===== src/rtl/scr1_dmi_hs.sv =====
// DMI handshake bridge: TAP-side DTMCS / DMI_ACCESS shift register plus a req/resp FSM toward the Debug Module.
// Define SCR1_DMI_HS_TIMEOUT_EN to abandon a DM request that gets no response within TIMEOUT_CYCLES.
module scr1_dmi_hs #(
  parameter int unsigned ADDR_WIDTH     = 7,
  parameter int unsigned IDLE_HINT      = 1,
  parameter int unsigned TIMEOUT_CYCLES = 255
) (
  input  logic                  clk,
  input  logic                  rst,
  input  logic                  tapcsync2dmi_ch_sel_i,
  input  logic [1:0]            tapcsync2dmi_ch_id_i,
  input  logic                  tapcsync2dmi_ch_capture_i,
  input  logic                  tapcsync2dmi_ch_shift_i,
  input  logic                  tapcsync2dmi_ch_update_i,
  input  logic                  tapcsync2dmi_ch_tdi_i,
  output logic                  dmi2tapcsync_ch_tdo_o,
  output logic                  dmi2dm_req_o,
  output logic                  dmi2dm_wr_o,
  output logic [ADDR_WIDTH-1:0] dmi2dm_addr_o,
  output logic [31:0]           dmi2dm_wdata_o,
  input  logic                  dm2dmi_resp_i,
  input  logic                  dm2dmi_err_i,
  input  logic [31:0]           dm2dmi_rdata_i
);

  localparam int unsigned DMI_W   = ADDR_WIDTH + 34;
  localparam logic [1:0]  ID_DTMCS = 2'd1;
  localparam logic [1:0]  ID_DMI   = 2'd2;
  localparam logic [1:0]  OP_RD    = 2'd1;
  localparam logic [1:0]  OP_WR    = 2'd2;
  localparam logic [1:0]  ST_OK    = 2'd0;
  localparam logic [1:0]  ST_FAIL  = 2'd2;
  localparam logic [1:0]  ST_BUSY  = 2'd3;
  localparam logic [2:0]  IDLE_F   = 3'(IDLE_HINT);
  localparam logic [5:0]  ABITS_F  = 6'(ADDR_WIDTH);

  if (ADDR_WIDTH < 7 || ADDR_WIDTH > 16 || IDLE_HINT > 7 || TIMEOUT_CYCLES == 0) begin : g_bad_params
    $error("scr1_dmi_hs: illegal parameter value");
  end

  typedef enum logic {S_IDLE, S_BUSY} state_e;

  state_e                state_q, state_d;
  logic [DMI_W-1:0]      sr_q, sr_d;
  logic [31:0]           data_q, data_d;
  logic [31:0]           wdata_q, wdata_d;
  logic [ADDR_WIDTH-1:0] addr_q, addr_d;
  logic                  wr_q, wr_d;
  logic [1:0]            sticky_q, sticky_d;

  logic                  is_dtmcs, is_dmi, busy;
  logic                  cap_dtmcs, cap_dmi, shift_dtmcs, shift_dmi, upd_dtmcs, upd_dmi;
  logic                  hard_reset, status_clr, dmi_start, resp_taken, timeout;
  logic [1:0]            upd_op;
  logic [31:0]           upd_data;
  logic [ADDR_WIDTH-1:0] upd_addr;
  logic [31:0]           dtmcs_cap;
  logic [DMI_W-1:0]      dmi_cap;

  assign is_dtmcs    = tapcsync2dmi_ch_sel_i & (tapcsync2dmi_ch_id_i == ID_DTMCS);
  assign is_dmi      = tapcsync2dmi_ch_sel_i & (tapcsync2dmi_ch_id_i == ID_DMI);
  assign cap_dtmcs   = is_dtmcs & tapcsync2dmi_ch_capture_i;
  assign cap_dmi     = is_dmi   & tapcsync2dmi_ch_capture_i;
  assign shift_dtmcs = is_dtmcs & tapcsync2dmi_ch_shift_i;
  assign shift_dmi   = is_dmi   & tapcsync2dmi_ch_shift_i;
  assign upd_dtmcs   = is_dtmcs & tapcsync2dmi_ch_update_i;
  assign upd_dmi     = is_dmi   & tapcsync2dmi_ch_update_i;

  assign busy     = (state_q == S_BUSY);
  assign upd_op   = sr_q[1:0];
  assign upd_data = sr_q[33:2];
  assign upd_addr = sr_q[DMI_W-1:34];

  // dmihardreset (bit 17) also aborts the in-flight request; dmireset (bit 16) only clears status
  assign hard_reset = upd_dtmcs & sr_q[17];
  assign status_clr = upd_dtmcs & (sr_q[16] | sr_q[17]);
  assign dmi_start  = upd_dmi & ~busy & (sticky_q == ST_OK) & ((upd_op == OP_RD) | (upd_op == OP_WR));
  assign resp_taken = busy & dm2dmi_resp_i & ~hard_reset;

  assign dtmcs_cap = {17'd0, IDLE_F, sticky_q, ABITS_F, 4'd1};
  assign dmi_cap   = {addr_q, data_q, (busy ? ST_BUSY : sticky_q)};

`ifdef SCR1_DMI_HS_TIMEOUT_EN
  localparam int unsigned CNT_W = (TIMEOUT_CYCLES > 1) ? $clog2(TIMEOUT_CYCLES) : 1;
  logic [CNT_W-1:0] cnt_q;

  // Counts BUSY cycles already spent; the last allowed cycle is TIMEOUT_CYCLES-1
  always_ff @(posedge clk or posedge rst) begin
    if (rst) begin
      cnt_q <= '0;
    end else if (!busy) begin
      cnt_q <= '0;
    end else begin
      cnt_q <= cnt_q + 1'b1;
    end
  end

  assign timeout = busy & (cnt_q == CNT_W'(TIMEOUT_CYCLES - 1));
`else
  assign timeout = 1'b0;
`endif

  always_ff @(posedge clk or posedge rst) begin
    if (rst) begin
      state_q <= S_IDLE;
    end else begin
      state_q <= state_d;
    end
  end

  always_comb begin
    state_d = state_q;
    case (state_q)
      S_IDLE:  if (dmi_start) state_d = S_BUSY;
      S_BUSY:  if (hard_reset || dm2dmi_resp_i || timeout) state_d = S_IDLE;
      default: state_d = S_IDLE;
    endcase
  end

  always_comb begin
    dmi2dm_req_o   = 1'b0;
    dmi2dm_wr_o    = 1'b0;
    dmi2dm_addr_o  = '0;
    dmi2dm_wdata_o = '0;
    if (state_q == S_BUSY) begin
      dmi2dm_req_o   = 1'b1;
      dmi2dm_wr_o    = wr_q;
      dmi2dm_addr_o  = addr_q;
      dmi2dm_wdata_o = wdata_q;
    end
  end

  always_comb begin
    sr_d     = sr_q;
    data_d   = data_q;
    addr_d   = addr_q;
    wdata_d  = wdata_q;
    wr_d     = wr_q;
    sticky_d = sticky_q;

    // TDI enters the MSB of whichever DR is selected; DTMCS keeps the upper bits clear
    if (cap_dtmcs) begin
      sr_d = {{(DMI_W-32){1'b0}}, dtmcs_cap};
    end else if (cap_dmi) begin
      sr_d = dmi_cap;
    end else if (shift_dtmcs) begin
      sr_d = {{(DMI_W-32){1'b0}}, tapcsync2dmi_ch_tdi_i, sr_q[31:1]};
    end else if (shift_dmi) begin
      sr_d = {tapcsync2dmi_ch_tdi_i, sr_q[DMI_W-1:1]};
    end

    if (dmi_start) begin
      addr_d  = upd_addr;
      wdata_d = upd_data;
      wr_d    = (upd_op == OP_WR);
    end

    if (resp_taken && !dm2dmi_err_i && !wr_q) begin
      data_d = dm2dmi_rdata_i;
    end

    // The first error condition latches; only dmireset/dmihardreset/rst clear it
    if (sticky_q == ST_OK) begin
      if (busy && (cap_dmi || upd_dmi)) begin
        sticky_d = ST_BUSY;
      end else if (busy && !hard_reset &&
                   ((dm2dmi_resp_i && dm2dmi_err_i) || (timeout && !dm2dmi_resp_i))) begin
        sticky_d = ST_FAIL;
      end
    end
    if (status_clr) begin
      sticky_d = ST_OK;
    end
  end

  always_ff @(posedge clk or posedge rst) begin
    if (rst) begin
      sr_q     <= '0;
      data_q   <= '0;
      addr_q   <= '0;
      wdata_q  <= '0;
      wr_q     <= 1'b0;
      sticky_q <= ST_OK;
    end else begin
      sr_q     <= sr_d;
      data_q   <= data_d;
      addr_q   <= addr_d;
      wdata_q  <= wdata_d;
      wr_q     <= wr_d;
      sticky_q <= sticky_d;
    end
  end

  assign dmi2tapcsync_ch_tdo_o = sr_q[0];

endmodule


===== config.mk =====
export PLATFORM = sky130hd
export DESIGN_NAME = scr1_dmi_hs
export DESIGN_NICKNAME = d
export VERILOG_FILES = /design/src/rtl/scr1_dmi_hs.sv
export SDC_FILE = /design/constraint.sdc
export NUM_CORES = 1
export LEC_CHECK = 0
export CAP_MARGIN = 0
export CORE_AREA = 2 2 113 115
export DETAILED_ROUTE_END_ITERATION = 6
export DIE_AREA = 0 0 115 117
export PLACE_DENSITY = 0.7
export SLEW_MARGIN = 20
export SYNTH_ARGS = -nofsm -noshare
export SYNTH_HDL_FRONTEND = slang
export SYNTH_SLANG_ARGS = --single-unit

===== constraint.sdc =====
create_clock -name clk -period 3.8 [get_ports clk]
set_clock_uncertainty 0.05 [all_clocks]
set_input_delay 0.57 -clock clk [delete_from_list [all_inputs] [get_ports clk]]
set_output_delay 0.57 -clock clk [all_outputs]
set_load 0.01 [all_outputs]

After elaboration in Yosys (flattened, before gate mapping)

Cells that the tools add are included.

Eq/ne operators: 4
Bitwise gates (word level): 19
Multiplexer cells: 16
Reductions and logical operators: 16

Operator list:

| kind                                                                   | number |
|---|---|
| 41-bit two-way mux                                                     | 4 |
| 32-bit two-way mux                                                     | 1 |
| 1-bit bitwise AND                                                      | 15 |
| 2-bit two-way mux                                                      | 5 |
| 7-bit two-way mux                                                      | 1 |
| 1-bit logical AND                                                      | 6 |
| 2-bit by 1-bit equality test with 1-bit output (second input constant) | 2 |
| 2-bit equality test (second input constant)                            | 2 |
| 1-bit two-way mux                                                      | 4 |
| 4-bit nonzero test                                                     | 1 |
| 1-bit logical NOT                                                      | 3 |
| 3-bit nonzero test                                                     | 1 |
| 2-bit logical NOT                                                      | 1 |
| 1-bit logical OR                                                       | 2 |
| 1-bit inverter                                                         | 2 |
| 1-bit bitwise OR                                                       | 2 |
| 1-bit case mux with 2 select lines                                     | 1 |
| 2-bit AND reduction                                                    | 1 |
| 2-bit nonzero test                                                     | 1 |

Word-level logic and storage cells: 62
Bits in registers: 116
Input port bits: 43

Depth between registers and ports, before layout

Depth after elaboration: 11
Mapped depth: 7

Worst setup path after synthesis

No wires, ideal clock.

Path kind: reg2reg
Start point: register sr_q[0]
End point: register addr_q[6]
Required time: 3.623 ns
Cell stages (with the launch flop): 8
Arrival time: 1.703 ns
Clock period less this slack: 1.880 ns
Path buffers: 2
Path slack: 1.920 ns
Path through: dfrtp_1 -> inv_1 -> ha_1 -> nor4b_1 -> and4_1 -> buf_4 -> buf_6 -> mux2_1

Longest elaborated chain between the ends: 3
Elaborated cells on any way between the ends: 4
Classes of those cells: eq/ne (2); bitwise (2)

RTL lines:

| item                                                                                  | RTL line | source |
|---|---|---|
| start: declaration                                                                    | 44       | `logic [DMI_W-1:0] sr_q, sr_d;` |
| start signal: assignment                                                              | 185      | `sr_q <= sr_d;` |
| 2-bit by 1-bit equality test with 1-bit output or 2-bit equality test (tied branches) | 77       | `assign dmi_start = upd_dmi & ~busy & (sticky_q == ST_OK) & ((upd_op == OP_RD) \| (upd_op == OP_WR));` |
| 1-bit bitwise OR *                                                                    | 77       |  |
| 1-bit bitwise AND *                                                                   | 77       |  |
| end signal: assignment                                                                | 187      | `addr_q <= addr_d;` |
| end: declaration                                                                      | 47       | `logic [ADDR_WIDTH-1:0] addr_q, addr_d;` |

Mark *: on every way between the ends. The rest lies on a longest branch, timed or not.
A chain may end at the register's enable or synchronous reset.

Worst setup path after layout

Start point: register state_q (netlist: busy)
End point: output dmi2dm_wdata_o[29]

Longest elaborated chain between the ends: 1

RTL lines:

| item                     | RTL line | source |
|---|---|---|
| start: declaration       | 43       | `state_e state_q, state_d;` |
| start signal: assignment | 107      | `state_q <= state_d;` |
| 32-bit two-way mux       | 125      | `if (state_q == S_BUSY) begin` |
| end: declaration         | 20       | `output logic [31:0] dmi2dm_wdata_o,` |

Every way passes these cells.

==> results.md <==
- CTS root buffer: clkbuf_16
- DR WL/cell: about 17 um
- Inserted Clock Buffers: 17
- Number of global-route vias before repair: approximately 3700
- Outcome: complete, no violations
- Top FF cell, synth: dfrtp_1
- Chip width: between 100 and 150 um
- Htree depth: 4
- Post-DP HPWL: around 7.5 mm
- Final core utilization: 54.9%
- Yosys warns: 0
- RSZ-0062 raised after global routing: no
- Starting DRT DRC Count: 169
- Period utilization: 81.8%
- Worst Tran Pin Value: approximately 1.0 ns
- Static Leakage: slightly above 3 nW
- Antenna Cells: 0
- Share of cells above drive strength 1: between 10% and 20%
- Worst hold slack: between 0.4 and 0.5 ns
- Worst endpoint required time: about 3.2 ns
- Slowest cell delay on critical path: approximately 1.0 ns
- Synth Area per Inst: 12.5 um^2
- Yosys reg bits: about 120
- Crit-path slowest cell: dfrtp_1
- Clk slew on worst S/H paths: roughly 0.050 ns
- Fin nets: around 550
- CP Cell Sequence: buf_4 -> and2_1 -> clkdlybuf4s50_1
- FP Rows: 41
- Register area share after synthesis: a little over half
- RD Place Congestion: 0.796
- Final hold violations: 0
- Hold Path Class: register to register
- Power Total: ~3.6 mW
- Cell area after layout: between 6000 and 7000 um^2
- WL final: approximately 12 mm
- CTS tree: yes
- Switching share of power: 24.9%
- CTS Hold Bufs: 0
- Post-Syn Instances: 430
- Placed cells: 640
- Maximum vdd drop: ~0.00028 V
- Syn Nets: about 470
- Max Fclk: roughly 320 MHz
- GRT Residual Overflow: 0
- Pre-CTS WS: around 0.74 ns
- Die area: about 13000 um^2
- Critical path class: register to primary output
- Fin cells: 669
- Die height: 117 um
- Sw Pwr: 0.887 mW
- Share of total power in the clock network: around 38%
- Routed Antenna Nets: 0
- Commonest non-fill, non-tap cell in the layout: dfrtp_1
- Synthesized area: roughly 5400 um^2
- Critical path peak fanout: 33
- Maxcap violations: 0
- CTS resizes: 0
- Post CTS Setup Buffer Count: 0
- P&R area growth vs syn: 26.2%
- PwrDens: 527 nW/um^2
- Via count: roughly 3600
- Io pins: 85
- Sequential share of power: 47.1%
- Slew HR: 30.3%
- R2R setup slack: ~1.2 ns
- Final Critical Period: 3.11 ns
- Post-route DRC: 0
- GRT Total Usage: a little under a fifth
- Library cells used by synthesis: between 40 and 50
- Via/cell ratio: roughly 5.4
- Clock Latency Late Sink: about 0.40 ns
- Starting Density: a little over two fifths
- Area post-placement: around 6300 um^2
- Worst setup SP type: register
- Crit path capture type: primary output
- Fin. max-slew vios: 0
- Worst Slack Setup Final: 0.692 ns
- Comb power frac: around 15%
- Initial antenna violation count: 0
- WP data arrival: roughly 2.5 ns
- Sink Count: ~120
- Pin count of the biggest net entering global routing: 54
- Number of flops mapped to enable cells by yosys: 0
- Int Power: 2.68 mW
- Most frequent cells in the layout: dfrtp_1, clkdlybuf4s50_1, mux2_1
- Global-route wire length before repair: approximately 19 mm
- FFs w/ async S/R, synth: 100%
- # setup viols final: 0
- IO Port Bufs: 84
- Core area: 12300 um^2
- Drt pass-1 iters: 4
- Maximum clock path buffer count: 2
- Setup TNS Final: 0 ns
## worst max-delay path, delay by kind of cell, from the launching register on
kind	cells	cell delay (ns)
flip-flops	1	1.03
AND/OR/NAND/NOR	1	0.16
buffers and inverters	2	0.88
## registers in the layout, indices dropped and copies added (netlist names)
name      cells
wdata_q      32
sr_q         41
data_q       32
sticky_q      2
busy          1
wr_q          1
addr_q        7
## power by group through the flow
stage	sequential, mW	combinational (mW)	clock (mW)
final	1.68	0.538	1.35
after global routing	1.71	0.593	1.43
after CTS	1.68	0.547	1.37
after detailed placement	1.69	0.541	0
after global placement	1.68	0.522	0
after floorplan	1.61	0.422	0
## synthesized netlist by cell type (2+ instances only)
cell       count  area, um^2
buf_4          5        37.5
mux2_4        30         450
a21o_1         2        15.0
o31ai_1        2        15.0
nand4b_1       2        17.5
clkbuf_1       7        26.3
inv_1          4        15.0
a211oi_1       2        15.0
nand2b_1       2        12.5
nand4_1        2        12.5
buf_2         10        50.1
buf_6         10         113
o21ai_1       34         170
o21ai_0        2        10.0
nand2_1       38         143
mux2_1        43         484
and4b_1        2        20.0
o2111ai_1      2        17.5
o22a_1         4        35.0
and2_1        42         263
a22oi_1        9        67.6
dfrtp_1      116        2900
o22ai_1        2        12.5
mux2i_1       24         240
nor2_1        16        60.1
## per-layer routing
layer  GRT usage (%)  vias to the layer above  share of wire, %
li1                -                     1657                 -
met1            24.4                     1806                47
met2            29.1                      103                47
met3            5.66                       20               5.4
met4            6.10                        0               1.2
met5               0                        -                 0
## area by class of cell
class                   instances  area (um^2)
repair buffers                 92          926
flip-flops and latches        116         2900
inverters                       4         17.5
clock inverters                 6         32.5
multi-input cells             278         2230
fillers                      1045         5550
well taps                     150          188
clock buffers                  23          468
## worst paths after layout
path                       startpoint                 end  cells after the start
min reg2reg                wdata_q[5]          wdata_q[5]                      1
max reg2reg                      busy          data_q[30]                      3
max in group asynchronous         rst            sr_q[11]                      3
min in group asynchronous         rst          data_q[21]                      2
min                        wdata_q[5]          wdata_q[5]                      1
max                              busy  dmi2dm_wdata_o[29]                      3
## cell families (layout without fill, tap and decap cells)
family | after synthesis | count (layout) | synth area share (%)
fa+ha+maj | 1 | 1 | 0.233
xor+xnor | 1 | 1 | 0.163
flops | 116 | 116 | 54.1
compound gates | 64 | 64 | 7.44
mux | 97 | 97 | 21.9
simple gates | 115 | 115 | 11.6
buf+inv | 36 | 125 | 4.50
Note: power is estimated with default switching activity, not from simulation.
